$ cat config.mk
export PLATFORM = sky130hd
export DESIGN_NAME = mem_port_arbiter
export DESIGN_NICKNAME = d
export VERILOG_FILES = /design/src/rtl/mem_port_arbiter_pkg.sv /design/src/rtl/mem_port_arbiter_owner_fifo.sv /design/src/rtl/mem_port_arbiter.sv
export SDC_FILE = /design/constraint.sdc
export NUM_CORES = 1
export LEC_CHECK = 0
export BUFFER_PORTS_ARGS = -buffer_cell sky130_fd_sc_hd__clkbuf_2
export CAP_MARGIN = 40
export CORE_AREA = 2 2 108 110
export DETAILED_ROUTE_END_ITERATION = 7
export DIE_AREA = 0 0 110 112
export PLACE_DENSITY = 0.54
export SKIP_LAST_GASP = 1
export SLEW_MARGIN = 25
export SYNTH_ARGS = -nofsm -noshare
export SYNTH_HDL_FRONTEND = slang
export SYNTH_HIERARCHICAL = 1
export SYNTH_SLANG_ARGS = --single-unit
$ cat constraint.sdc
create_clock -name clk_i -period 4.3 [get_ports clk_i]
set_input_delay 0.86 -clock clk_i [delete_from_list [all_inputs] [get_ports clk_i]]
set_output_delay 0.86 -clock clk_i [all_outputs]
set_load 0.1 [all_outputs]
$ cat src/rtl/mem_port_arbiter_pkg.sv
// Shared types and default sizing for the instruction/data memory port arbiter.
package mem_port_arbiter_pkg;

  localparam int DEF_ADDR_WIDTH      = 32;
  localparam int DEF_DATA_WIDTH      = 32;
  localparam int DEF_MAX_OUTSTANDING = 4;
  localparam int DEF_STARVE_LIMIT    = 4;

  typedef enum logic {
    OWNER_INSTR = 1'b0,
    OWNER_DATA  = 1'b1
  } mem_owner_t;

endpackage

$ cat src/rtl/mem_port_arbiter_owner_fifo.sv
// One-bit-wide synchronous FIFO recording which side owns each granted,
// not-yet-answered memory request.
module mem_port_arbiter_owner_fifo #(
  parameter int DEPTH = 4,
  parameter int CNT_W = $clog2(DEPTH + 1)
) (
  input  logic             clk_i,
  input  logic             rst_ni,
  input  logic             i_push,
  input  logic             i_data,
  input  logic             i_pop,
  output logic             o_data,
  output logic             o_full,
  output logic             o_empty,
  output logic [CNT_W-1:0] o_count
);

  localparam int PTR_W = (DEPTH > 1) ? $clog2(DEPTH) : 1;
  localparam logic [PTR_W-1:0] LAST_PTR = PTR_W'(DEPTH - 1);
  localparam logic [CNT_W-1:0] FULL_CNT = CNT_W'(DEPTH);

  logic             r_mem [DEPTH];
  logic [PTR_W-1:0] r_wr_ptr;
  logic [PTR_W-1:0] r_rd_ptr;
  logic [CNT_W-1:0] r_count;
  logic             w_push;
  logic             w_pop;

  // Pointers wrap at DEPTH, which need not be a power of two.
  function automatic logic [PTR_W-1:0] ptr_inc(input logic [PTR_W-1:0] p);
    return (p == LAST_PTR) ? '0 : p + PTR_W'(1);
  endfunction

  assign o_full  = (r_count == FULL_CNT);
  assign o_empty = (r_count == '0);
  assign o_count = r_count;
  assign o_data  = r_mem[r_rd_ptr];
  assign w_push  = i_push & ~o_full;
  assign w_pop   = i_pop & ~o_empty;

  always_ff @(posedge clk_i) begin
    if (w_push) r_mem[r_wr_ptr] <= i_data;
  end

  always_ff @(posedge clk_i or negedge rst_ni) begin
    if (!rst_ni) begin
      r_wr_ptr <= '0;
      r_rd_ptr <= '0;
      r_count  <= '0;
    end else begin
      if (w_push) r_wr_ptr <= ptr_inc(r_wr_ptr);
      if (w_pop)  r_rd_ptr <= ptr_inc(r_rd_ptr);
      case ({w_push, w_pop})
        2'b10:   r_count <= r_count + CNT_W'(1);
        2'b01:   r_count <= r_count - CNT_W'(1);
        default: r_count <= r_count;
      endcase
    end
  end

endmodule

$ cat src/rtl/mem_port_arbiter.sv
// Shares one req/gnt/rvalid memory port between instruction fetch and LSU,
// returning in-order responses to whichever side issued each request.
module mem_port_arbiter
  import mem_port_arbiter_pkg::*;
#(
  parameter int ADDR_WIDTH      = DEF_ADDR_WIDTH,
  parameter int DATA_WIDTH      = DEF_DATA_WIDTH,
  parameter int MAX_OUTSTANDING = DEF_MAX_OUTSTANDING,
  parameter int STARVE_LIMIT    = DEF_STARVE_LIMIT
) (
  input  logic                    clk_i,
  input  logic                    rst_ni,
  input  logic                    instr_req_i,
  input  logic [ADDR_WIDTH-1:0]   instr_addr_i,
  output logic                    instr_gnt_o,
  output logic                    instr_rvalid_o,
  output logic [DATA_WIDTH-1:0]   instr_rdata_o,
  input  logic                    data_req_i,
  input  logic [ADDR_WIDTH-1:0]   data_addr_i,
  input  logic                    data_we_i,
  input  logic [DATA_WIDTH/8-1:0] data_be_i,
  input  logic [DATA_WIDTH-1:0]   data_wdata_i,
  output logic                    data_gnt_o,
  output logic                    data_rvalid_o,
  output logic [DATA_WIDTH-1:0]   data_rdata_o,
  output logic                    data_err_o,
  output logic                    mem_req_o,
  output logic [ADDR_WIDTH-1:0]   mem_addr_o,
  output logic                    mem_we_o,
  output logic [DATA_WIDTH/8-1:0] mem_be_o,
  output logic [DATA_WIDTH-1:0]   mem_wdata_o,
  input  logic                    mem_gnt_i,
  input  logic                    mem_rvalid_i,
  input  logic [DATA_WIDTH-1:0]   mem_rdata_i,
  input  logic                    mem_err_i,
  output logic                    protocol_err_o
);

  // Handshake: a request transfers in the cycle where req and gnt are both
  // high; its single response arrives on a later cycle as an rvalid pulse,
  // and responses come back strictly in request order.

  localparam int CNT_W    = $clog2(MAX_OUTSTANDING + 1);
  localparam int STARVE_W = $clog2(STARVE_LIMIT + 1);
  localparam logic [STARVE_W-1:0] STARVE_MAX = STARVE_W'(STARVE_LIMIT);

  logic [STARVE_W-1:0] r_starve_cnt;
  logic                r_protocol_err;
  logic                w_full;
  logic                w_fifo_empty;
  logic [CNT_W-1:0]    w_count;
  logic                w_instr_win;
  logic                w_data_win;
  logic                w_push;
  logic                w_pop;
  logic                w_head_bit;
  mem_owner_t          w_head;
  mem_owner_t          w_push_owner;

  // Data normally wins; a starved fetch side takes the port back.
  assign mem_req_o    = (instr_req_i | data_req_i) & ~w_full;
  assign w_instr_win  = mem_req_o & instr_req_i &
                        (~data_req_i | (r_starve_cnt == STARVE_MAX));
  assign w_data_win   = mem_req_o & data_req_i & ~w_instr_win;
  assign instr_gnt_o  = w_instr_win & mem_gnt_i;
  assign data_gnt_o   = w_data_win & mem_gnt_i;

  always_comb begin
    mem_addr_o  = '0;
    mem_we_o    = 1'b0;
    mem_be_o    = '0;
    mem_wdata_o = '0;
    if (w_instr_win) begin
      mem_addr_o = instr_addr_i;
      mem_be_o   = '1;
    end else if (w_data_win) begin
      mem_addr_o  = data_addr_i;
      mem_we_o    = data_we_i;
      mem_be_o    = data_be_i;
      mem_wdata_o = data_wdata_i;
    end
  end

  assign w_push       = mem_req_o & mem_gnt_i;
  assign w_push_owner = w_data_win ? OWNER_DATA : OWNER_INSTR;
  assign w_pop        = mem_rvalid_i & ~w_fifo_empty;
  assign w_head       = mem_owner_t'(w_head_bit);

  mem_port_arbiter_owner_fifo #(
    .DEPTH (MAX_OUTSTANDING),
    .CNT_W (CNT_W)
  ) u_owner_fifo (
    .clk_i   (clk_i),
    .rst_ni  (rst_ni),
    .i_push  (w_push),
    .i_data  (w_push_owner),
    .i_pop   (w_pop),
    .o_data  (w_head_bit),
    .o_full  (w_full),
    .o_empty (w_fifo_empty),
    .o_count (w_count)
  );

  assign instr_rvalid_o = w_pop & (w_head == OWNER_INSTR);
  assign data_rvalid_o  = w_pop & (w_head == OWNER_DATA);
  assign data_err_o     = data_rvalid_o & mem_err_i;
  assign instr_rdata_o  = mem_rdata_i;
  assign data_rdata_o   = mem_rdata_i;
  assign protocol_err_o = r_protocol_err;

  always_ff @(posedge clk_i or negedge rst_ni) begin
    if (!rst_ni) begin
      r_starve_cnt <= '0;
    end else if (!instr_req_i || instr_gnt_o) begin
      r_starve_cnt <= '0;
    end else if (r_starve_cnt != STARVE_MAX) begin
      r_starve_cnt <= r_starve_cnt + STARVE_W'(1);
    end
  end

  // A response with nothing outstanding is dropped and flagged until reset.
  always_ff @(posedge clk_i or negedge rst_ni) begin
    if (!rst_ni) r_protocol_err <= 1'b0;
    else if (mem_rvalid_i && (w_count == '0)) r_protocol_err <= 1'b1;
  end

endmodule

==> out/qor.csv, run 1 <==
stage,metric,value,unit
timing,setup_viol,0,
timing,slew_viol_final,0,
synth,yosys-top-cells-area,"buf_4 (24%), a22o_1 (14%), dfrtp_1 (13%), and3_1 (11%), edfxtp_1 (5.9%)",
cells_and_area,final_nets,490,
global_route,grt_antenna_before_repair,0,
cells_and_area,final_cell_mix,"clkbuf_2 (151), and3_1 (35), a22o_1 (32), buf_12 (32), dfrtp_1 (11)",
global_route,grt_overflow,0,
synth,synth_top_area_share,23.5,%
drt,routed_wl,7.49,mm
timing,post-route-min-period,3.41,ns
cells_and_area,nFillCells,1168,
clock_network,cts_buffer_depth,2,
critical_path,worst-path-buf-inv,3,
critical_path,reg2reg_to,u_owner_fifo/o_count[2]$_DFFE_PN0P_,
synth,ys_seq_area_share,19.4,%
drt,drt_iter0_markers,62,
critical_path,cp_slowest_cell,nand3_2,
clock_network,cts.sinks,15,
drt,ant_nets,0,
floorplanning,core,11200,sq um
cells_and_area,drive_above_1_share,61.2,%
synth,synth-main-ff-cell,dfrtp_1,
global_route,grt_pass1_wl,10.8,mm
timing,finalSetupTns,0,ns
drt,viasPerCell,4.05,
synth,synth_top_cell_by_area,buf_4,
floorplanning,initial_core_util,18.3,%
timing,period_share,79.4,%
status,status,"finished, final reports clean",
critical_path,critical_path.cell_chain,"inv_1, ha_1, nand3_2, and2_1, buf_4, a22o_1, buf_12",
min_path,hold_depth,1,
global_route,grt.total_usage,11.4,%
synth,ys_types,35,
timing,hold_violations,0,
min_path,min_to,protocol_err_o$_DFFE_PN0P_,
cells_and_area,antennaDiodeCount,0,
critical_path,arrival,2.55,ns
cells_and_area,final_area,3140,sq um
clock_network,clk_pin_slew_worst_paths,0.05,ns
drt,dr.pass1.iters,4,
critical_path,critPathTopFamily,simple AND/OR/NAND/NOR gates,
critical_path,worstPathMaxFanout,36,
synth,synthCells,228,
pwr,power.leakage,1.73,nW
timing,tightest_slew,0.584,ns
critical_path,rrSetupSlack,1.78,ns
timing,timing.slew.headroom,61.2,%
global_route,grt_pass1_vias,1868,
clock_network,cts_setup_buffers,0,
clock_network,cts_hold_buf,0,
clock_network,clk_latency,0.24,ns
drt,num_vias,1958,
floorplanning,rows,39,
critical_path,max_stage_delay,0.42,ns
critical_path,r2r_cells,11,
timing,fin_skew,0.00258,ns
synth,synth_area,2040,sq um
critical_path,critPathKind,register to output port,
pwr,p_per_area,712,nW/um^2
synth,synth_area_per_cell,8.95,sq um
drt,avgRoutedWirePerCell,15.5,microns
synth,synth_fp_nets,377,
min_path,worst_hold_path_type,register to register,
synth,yosys_warnings,6,
clock_network,htreeDepth,1,
pwr,ir_drop,0.000430,V
floorplanning,dieArea,12300,sq um
flow_run,drv_cap,0,
global_route,grt_max_degree,39,
placement,place.gp.congestion,0.768,
floorplanning,io_pins,280,
critical_path,end_kind,output port,
floorplanning,die_height,112,microns
timing,rsz0062_at_grt,false,
critical_path,cp.required,3.44,ns
cells_and_area,synthToLayoutAreaGrowth,53.6,%
floorplanning,die_w,110,microns
cells_and_area,layout_commonest_cell,clkbuf_2,
synth,synth-edff-count,4,
placement,dp_hpwl,6.57,mm
placement,port_buffers,183,
synth,ys_ff_latch,15,
synth,ys_async_sr_fraction,73.3,%
clock_network,root_buffer,clkbuf_16,
timing,max_freq,0.293,GHz
clock_network,cts_buffers,3,
min_path,hp-start,protocol_err_o$_DFFE_PN0P_,
critical_path,critPathLaunchType,register,
clock_network,cts-resized-gates,0,
critical_path,timing.rr.start,u_owner_fifo/o_count[0]$_DFFE_PN0P_,
clock_network,cts_tree,yes,
placement,dpl_cell_area,3060,sq um
drt,drc,0,
[through the flow]
| step | utilization, % | total power [mW] | hold WS (ns) | worst slack (ns) | cells |
|---|---|---|---|---|---|
| 5_1_grt | 28.1 | 2.33 | 0.482 | 0.642 | 483 |
| 4_1_cts | 28.1 | 2.26 | 0.468 | 0.881 | 483 |
| 3_3_place_gp | 27.3 | 2.05 | 0.452 | 0.923 | 479 |
| 3_5_place_dp | 27.3 | 2.07 | 0.457 | 0.912 | 479 |
| 6_report | 28.1 | 2.23 | 0.461 | 0.886 | 483 |
| 2_1_floorplan | - | 1.88 | 0.502 | 0.732 | 228 |
[where the power goes]
part / total [mW] / leakage, nW / switching, mW / internal [mW]
Combinational: 1.80 / 1.52 / 1.27 / 0.525
Clock: 0.180 / 0.0409 / 0.0561 / 0.124
Sequential: 0.252 / 0.168 / 0.0535 / 0.199
Total: 2.23 / 1.73 / 1.38 / 0.848
[flip-flops by register name, indices dropped and copies added, names as in the netlist]
name and count:
r_starve_cnt 3, u_owner_fifo/r_rd_ptr 2, u_owner_fifo/r_wr_ptr 2, u_owner_fifo/r_mem 4
protocol_err_o 1, u_owner_fifo/o_count 3
[cells in the mapped netlist (all sizes together) (3+ instances only)]
| master | number |
|---|---|
| inv | 9 |
| nor2b | 4 |
| a22o | 32 |
| nand2 | 3 |
| a21o | 4 |
| and3 | 35 |
| edfxtp | 4 |
| dfrtp | 11 |
| nor2 | 8 |
| clkbuf | 7 |
| and2 | 8 |
| mux2 | 4 |
| buf | 71 |
| ha | 8 |
[layout make-up]
type | count | area [sq um] | area share, %
Tap cell | 143 | 179 | 5.71
Timing Repair Buffer | 186 | 1420 | 45.3
Inverter | 9 | 33.8 | 1.08
Clock buffer | 3 | 75.1 | 2.39
Multi-Input combinational cell | 126 | 1030 | 32.8
Sequential cell | 15 | 395 | 12.6
Clock inverter | 1 | 5.00 | 0.160
[worst max-delay path by stage]
stage / cells past startpoint / slack [ns] / startpoint / to
after global placement: 6 / 0.92 / instr_req_i / mem_addr_o[26]
final: 7 / 0.89 / r_starve_cnt[0]$_DFFE_PN0P_ / mem_addr_o[26]
after global routing: 7 / 0.64 / r_starve_cnt[0]$_DFFE_PN0P_ / mem_addr_o[28]
after floorplan: 11 / 0.73 / data_req_i / u_owner_fifo/o_count[2]$_DFFE_PN0P_
after detailed placement: 6 / 0.91 / instr_req_i / mem_addr_o[28]
after CTS: 7 / 0.88 / r_starve_cnt[0]$_DFFE_PN0P_ / mem_addr_o[28]
[worst register-to-register path, delay by kind of cell, from the launching register on]
kind / cells / cell delay (ns)
buf+inv: 2 / 0.15
fa+ha+maj: 2 / 0.56
xor+xnor: 2 / 0.30
flops: 1 / 0.45
simple gates: 5 / 0.99
[per-layer routing]
layer | vias to the layer above | wire length [microns] | global-route usage [%]
met3 | 8 | 557 | 3.10
met2 | 118 | 3920 | 19.6
met1 | 882 | 2940 | 14.3
met4 | 0 | 70 | 1.86
met5 | - | 0 | 0
li1 | 950 | - | -
[cell families (layout without fill, tap and decap cells)]
group | after synthesis | count (layout) | synth area share [%]
AND/OR/NAND/NOR | 68 | 68 | 22.1
adder cells (fa/ha/maj) | 9 | 9 | 5.89
XOR/XNOR | 4 | 4 | 1.72
AO/OA/AOI/OAI | 39 | 39 | 16.2
multiplexers | 6 | 6 | 4.35
buffers and inverters | 87 | 199 | 30.3
flip-flops | 15 | 15 | 19.4
(Power assumes the default switching activity.)
==> inputs of run 2 (changes only) <==
- clock period: 4.3 -> 3.6 ns (I/O delays scaled with it)
==> run 2 against run 1 <==
Against the previous run: critical path depth stayed put; setup slack got worse by 0.61 ns; global-route usage increased by 0.30 points; utilization rose by 0.66 points; sequential power rose by 21%; sequential share of layout area down 0.29 points; die area unchanged; clock power grew 19%; largest power group unchanged.
==> out/qor.csv, run 2 (same netlist as run 1, synthesis figures left out) <==
stage,metric,value,unit,change
cells_and_area,final_cell_mix,"clkbuf_2 (146), buf_12 (37), and3_1 (35)",,
timing,finalSetupTns,0,ns,unchanged
critical_path,r2r_cells,11,,unchanged
cells_and_area,drive_above_1_share,60.9,%,-0.29 points
timing,max_freq,0.300,GHz,
timing,rsz0062_at_grt,false,,
min_path,worst_hold_path_type,input pin to async pin,,
drt,ant_nets,0,,unchanged
clock_network,cts_tree,yes,,
timing,timing.slew.headroom,62.0,%,+0.76 points
floorplanning,die_height,112,microns,unchanged
floorplanning,io_pins,280,,unchanged
cells_and_area,synthToLayoutAreaGrowth,57.3,%,
cells_and_area,top_register,u_owner_fifo/r_mem,,
critical_path,critPathKind,register to output port,,
clock_network,cts_hold_buf,0,,unchanged
cells_and_area,layout_commonest_cell,clkbuf_2,,
pwr,pwr-share-clk,7.9,%,-0.2 points
critical_path,max_stage_delay,0.43,ns,about the same
critical_path,reg2reg_to,u_owner_fifo/o_count[2]$_DFFE_PN0P_,,
placement,dpl_cell_area,3130,sq um,+2.5%
timing,period_share,92.4,%,
timing,tightest_slew,0.573,ns,-0.0115 ns
placement,dpl.cell_count,479,,unchanged
placement,port_buffers,183,,unchanged
critical_path,critical_path.cell_chain,"inv_1, ha_1, nand3_2, and2_1, buf_4, a22o_1, buf_12",,
global_route,grt_max_degree,39,,unchanged
timing,hold_violations,0,,unchanged
drt,drt_iter0_markers,70,,+13%
global_route,grt_overflow,0,,unchanged
critical_path,critPathTopFamily,simple AND/OR/NAND/NOR gates,,
flow_run,drv_cap,0,,unchanged
pwr,swShare,61.3,%,-0.65 points
clock_network,cts-resized-gates,0,,unchanged
timing,setup_viol,0,,unchanged
timing,post-route-min-period,3.33,ns,
global_route,grt_pass1_wl,11.2,mm,+3.1%
floorplanning,die_w,110,microns,unchanged
timing,fin_skew,0.00203,ns,-0.000550 ns
cells_and_area,antennaDiodeCount,0,,unchanged
cells_and_area,final_nets,490,,unchanged
timing,slew_viol_final,0,,unchanged
floorplanning,initial_core_util,18.3,%,unchanged
clock_network,clk_pin_slew_worst_paths,0.05,ns,about the same
floorplanning,core,11200,sq um,unchanged
pwr,switching_power,1.67,mW,+20%
clock_network,cts.sinks,15,,unchanged
cells_and_area,final_area,3210,sq um,+2.4%
cells_and_area,largest_reg_flops,4,,unchanged
critical_path,rrSetupSlack,1.10,ns,-0.68 ns
clock_network,cts_buffers,3,,unchanged
drt,dr.pass1.iters,4,,unchanged
critical_path,critPathLaunchType,register,,
global_route,grt_pass1_vias,1927,,+3.2%
clock_network,cts_setup_buffers,0,,unchanged
clock_network,cts_buffer_depth,2,,unchanged
drt,avgRoutedWirePerCell,15.9,microns,+2.2%
drt,viasPerCell,4.12,,+1.6%
critical_path,cp_slowest_cell,nand3_2,,
status,status,"finished, final reports clean",,
cells_and_area,nFillCells,1164,,-0.34%
critical_path,worst-path-buf-inv,3,,unchanged
critical_path,cp.required,2.88,ns,-0.56 ns
critical_path,end_kind,output port,,
global_route,grt_antenna_before_repair,0,,unchanged
clock_network,clk_latency,0.25,ns,about the same
pwr,ir_drop,0.000439,V,+2.0%
clock_network,htreeDepth,1,,unchanged
global_route,grt.total_usage,11.7,%,+0.30 points
critical_path,timing.rr.start,u_owner_fifo/o_count[0]$_DFFE_PN0P_,,
pwr,internal-power,1.05,mW,+24%
pwr,power.leakage,1.75,nW,+1.2%
drt,num_vias,1990,,+1.6%
pwr,p_total,2.72,mW,+22%
critical_path,worstPathMaxFanout,36,,unchanged
pwr,p_per_area,847,nW/um^2,+19%
pwr,comb_power_share,80.9,%,+0.3 points
drt,routed_wl,7.66,mm,+2.2%
clock_network,root_buffer,clkbuf_16,,
placement,dp_hpwl,6.51,mm,-1.0%
placement,place.gp.congestion,0.787,,+2.4%
critical_path,arrival,2.61,ns,+0.06 ns
cells_and_area,instances_no_fill,483,,unchanged
drt,drc,0,,unchanged
floorplanning,dieArea,12300,sq um,unchanged
floorplanning,rows,39,,unchanged
pwr,seqPwrFrac,11.2,%,about the same
run 2: stage by stage:
| step | utilization [%] | hold slack (ns) | worst slack, ns |
|---|---|---|---|
| 6_report | 28.7 | 0.351 | 0.272 |
| 5_1_grt | 28.7 | 0.366 | 0.100 |
| 4_1_cts | 28.7 | 0.362 | 0.288 |
| 3_5_place_dp | 28.0 | 0.457 | 0.494 |
| 3_3_place_gp | 28.0 | 0.451 | 0.548 |
| 2_1_floorplan | - | 0.424 | 0.172 |
run 2: worst reg2reg max path: cells and delay by family, from the launching register on:
kind / cells / cell delay (ns)
xor+xnor: 2 / 0.31
fa+ha+maj: 2 / 0.55
buf+inv: 2 / 0.15
flops: 1 / 0.46
simple gates: 5 / 0.97
run 2: power groups by stage:
| stage | clock, mW | combinational [mW] | sequential (mW) |
|---|---|---|---|
| 6_report | 0.215 | 2.20 | 0.304 |
| 5_1_grt | 0.232 | 2.29 | 0.316 |
| 4_1_cts | 0.220 | 2.22 | 0.305 |
| 3_5_place_dp | 0 | 2.21 | 0.306 |
| 3_3_place_gp | 0 | 2.18 | 0.302 |
| 2_1_floorplan | 0 | 1.94 | 0.309 |
run 2: how the worst max path moves through the flow:
| stage | startpoint | end | depth (start not counted) |
|---|---|---|---|
| 3_3_place_gp | instr_req_i | mem_addr_o[28] | 6 |
| 3_5_place_dp | instr_req_i | mem_addr_o[29] | 6 |
| 6_report | r_starve_cnt[0]$_DFFE_PN0P_ | mem_addr_o[29] | 7 |
| 4_1_cts | r_starve_cnt[0]$_DFFE_PN0P_ | mem_addr_o[29] | 7 |
| 5_1_grt | r_starve_cnt[0]$_DFFE_PN0P_ | mem_addr_o[29] | 7 |
| 2_1_floorplan | data_req_i | u_owner_fifo/o_count[2]$_DFFE_PN0P_ | 11 |
run 2: metal layers:
metal	global-route usage [%]	up-vias	share of wire, %
met5	0	-	0
met4	2.95	0	1.4
met3	3.22	11	7.2
met2	20.2	112	53
met1	14.1	913	39
li1	-	954	-
run 2: cell type report:
type,instances,area (sq um),area share [%]
Sequential cell,15,395,12.3
Timing Repair Buffer,186,1490,46.5
Multi-Input combinational cell,126,1030,32.0
Tap cell,143,179,5.58
Inverter,9,33.8,1.05
Clock buffer,4,78.8,2.46
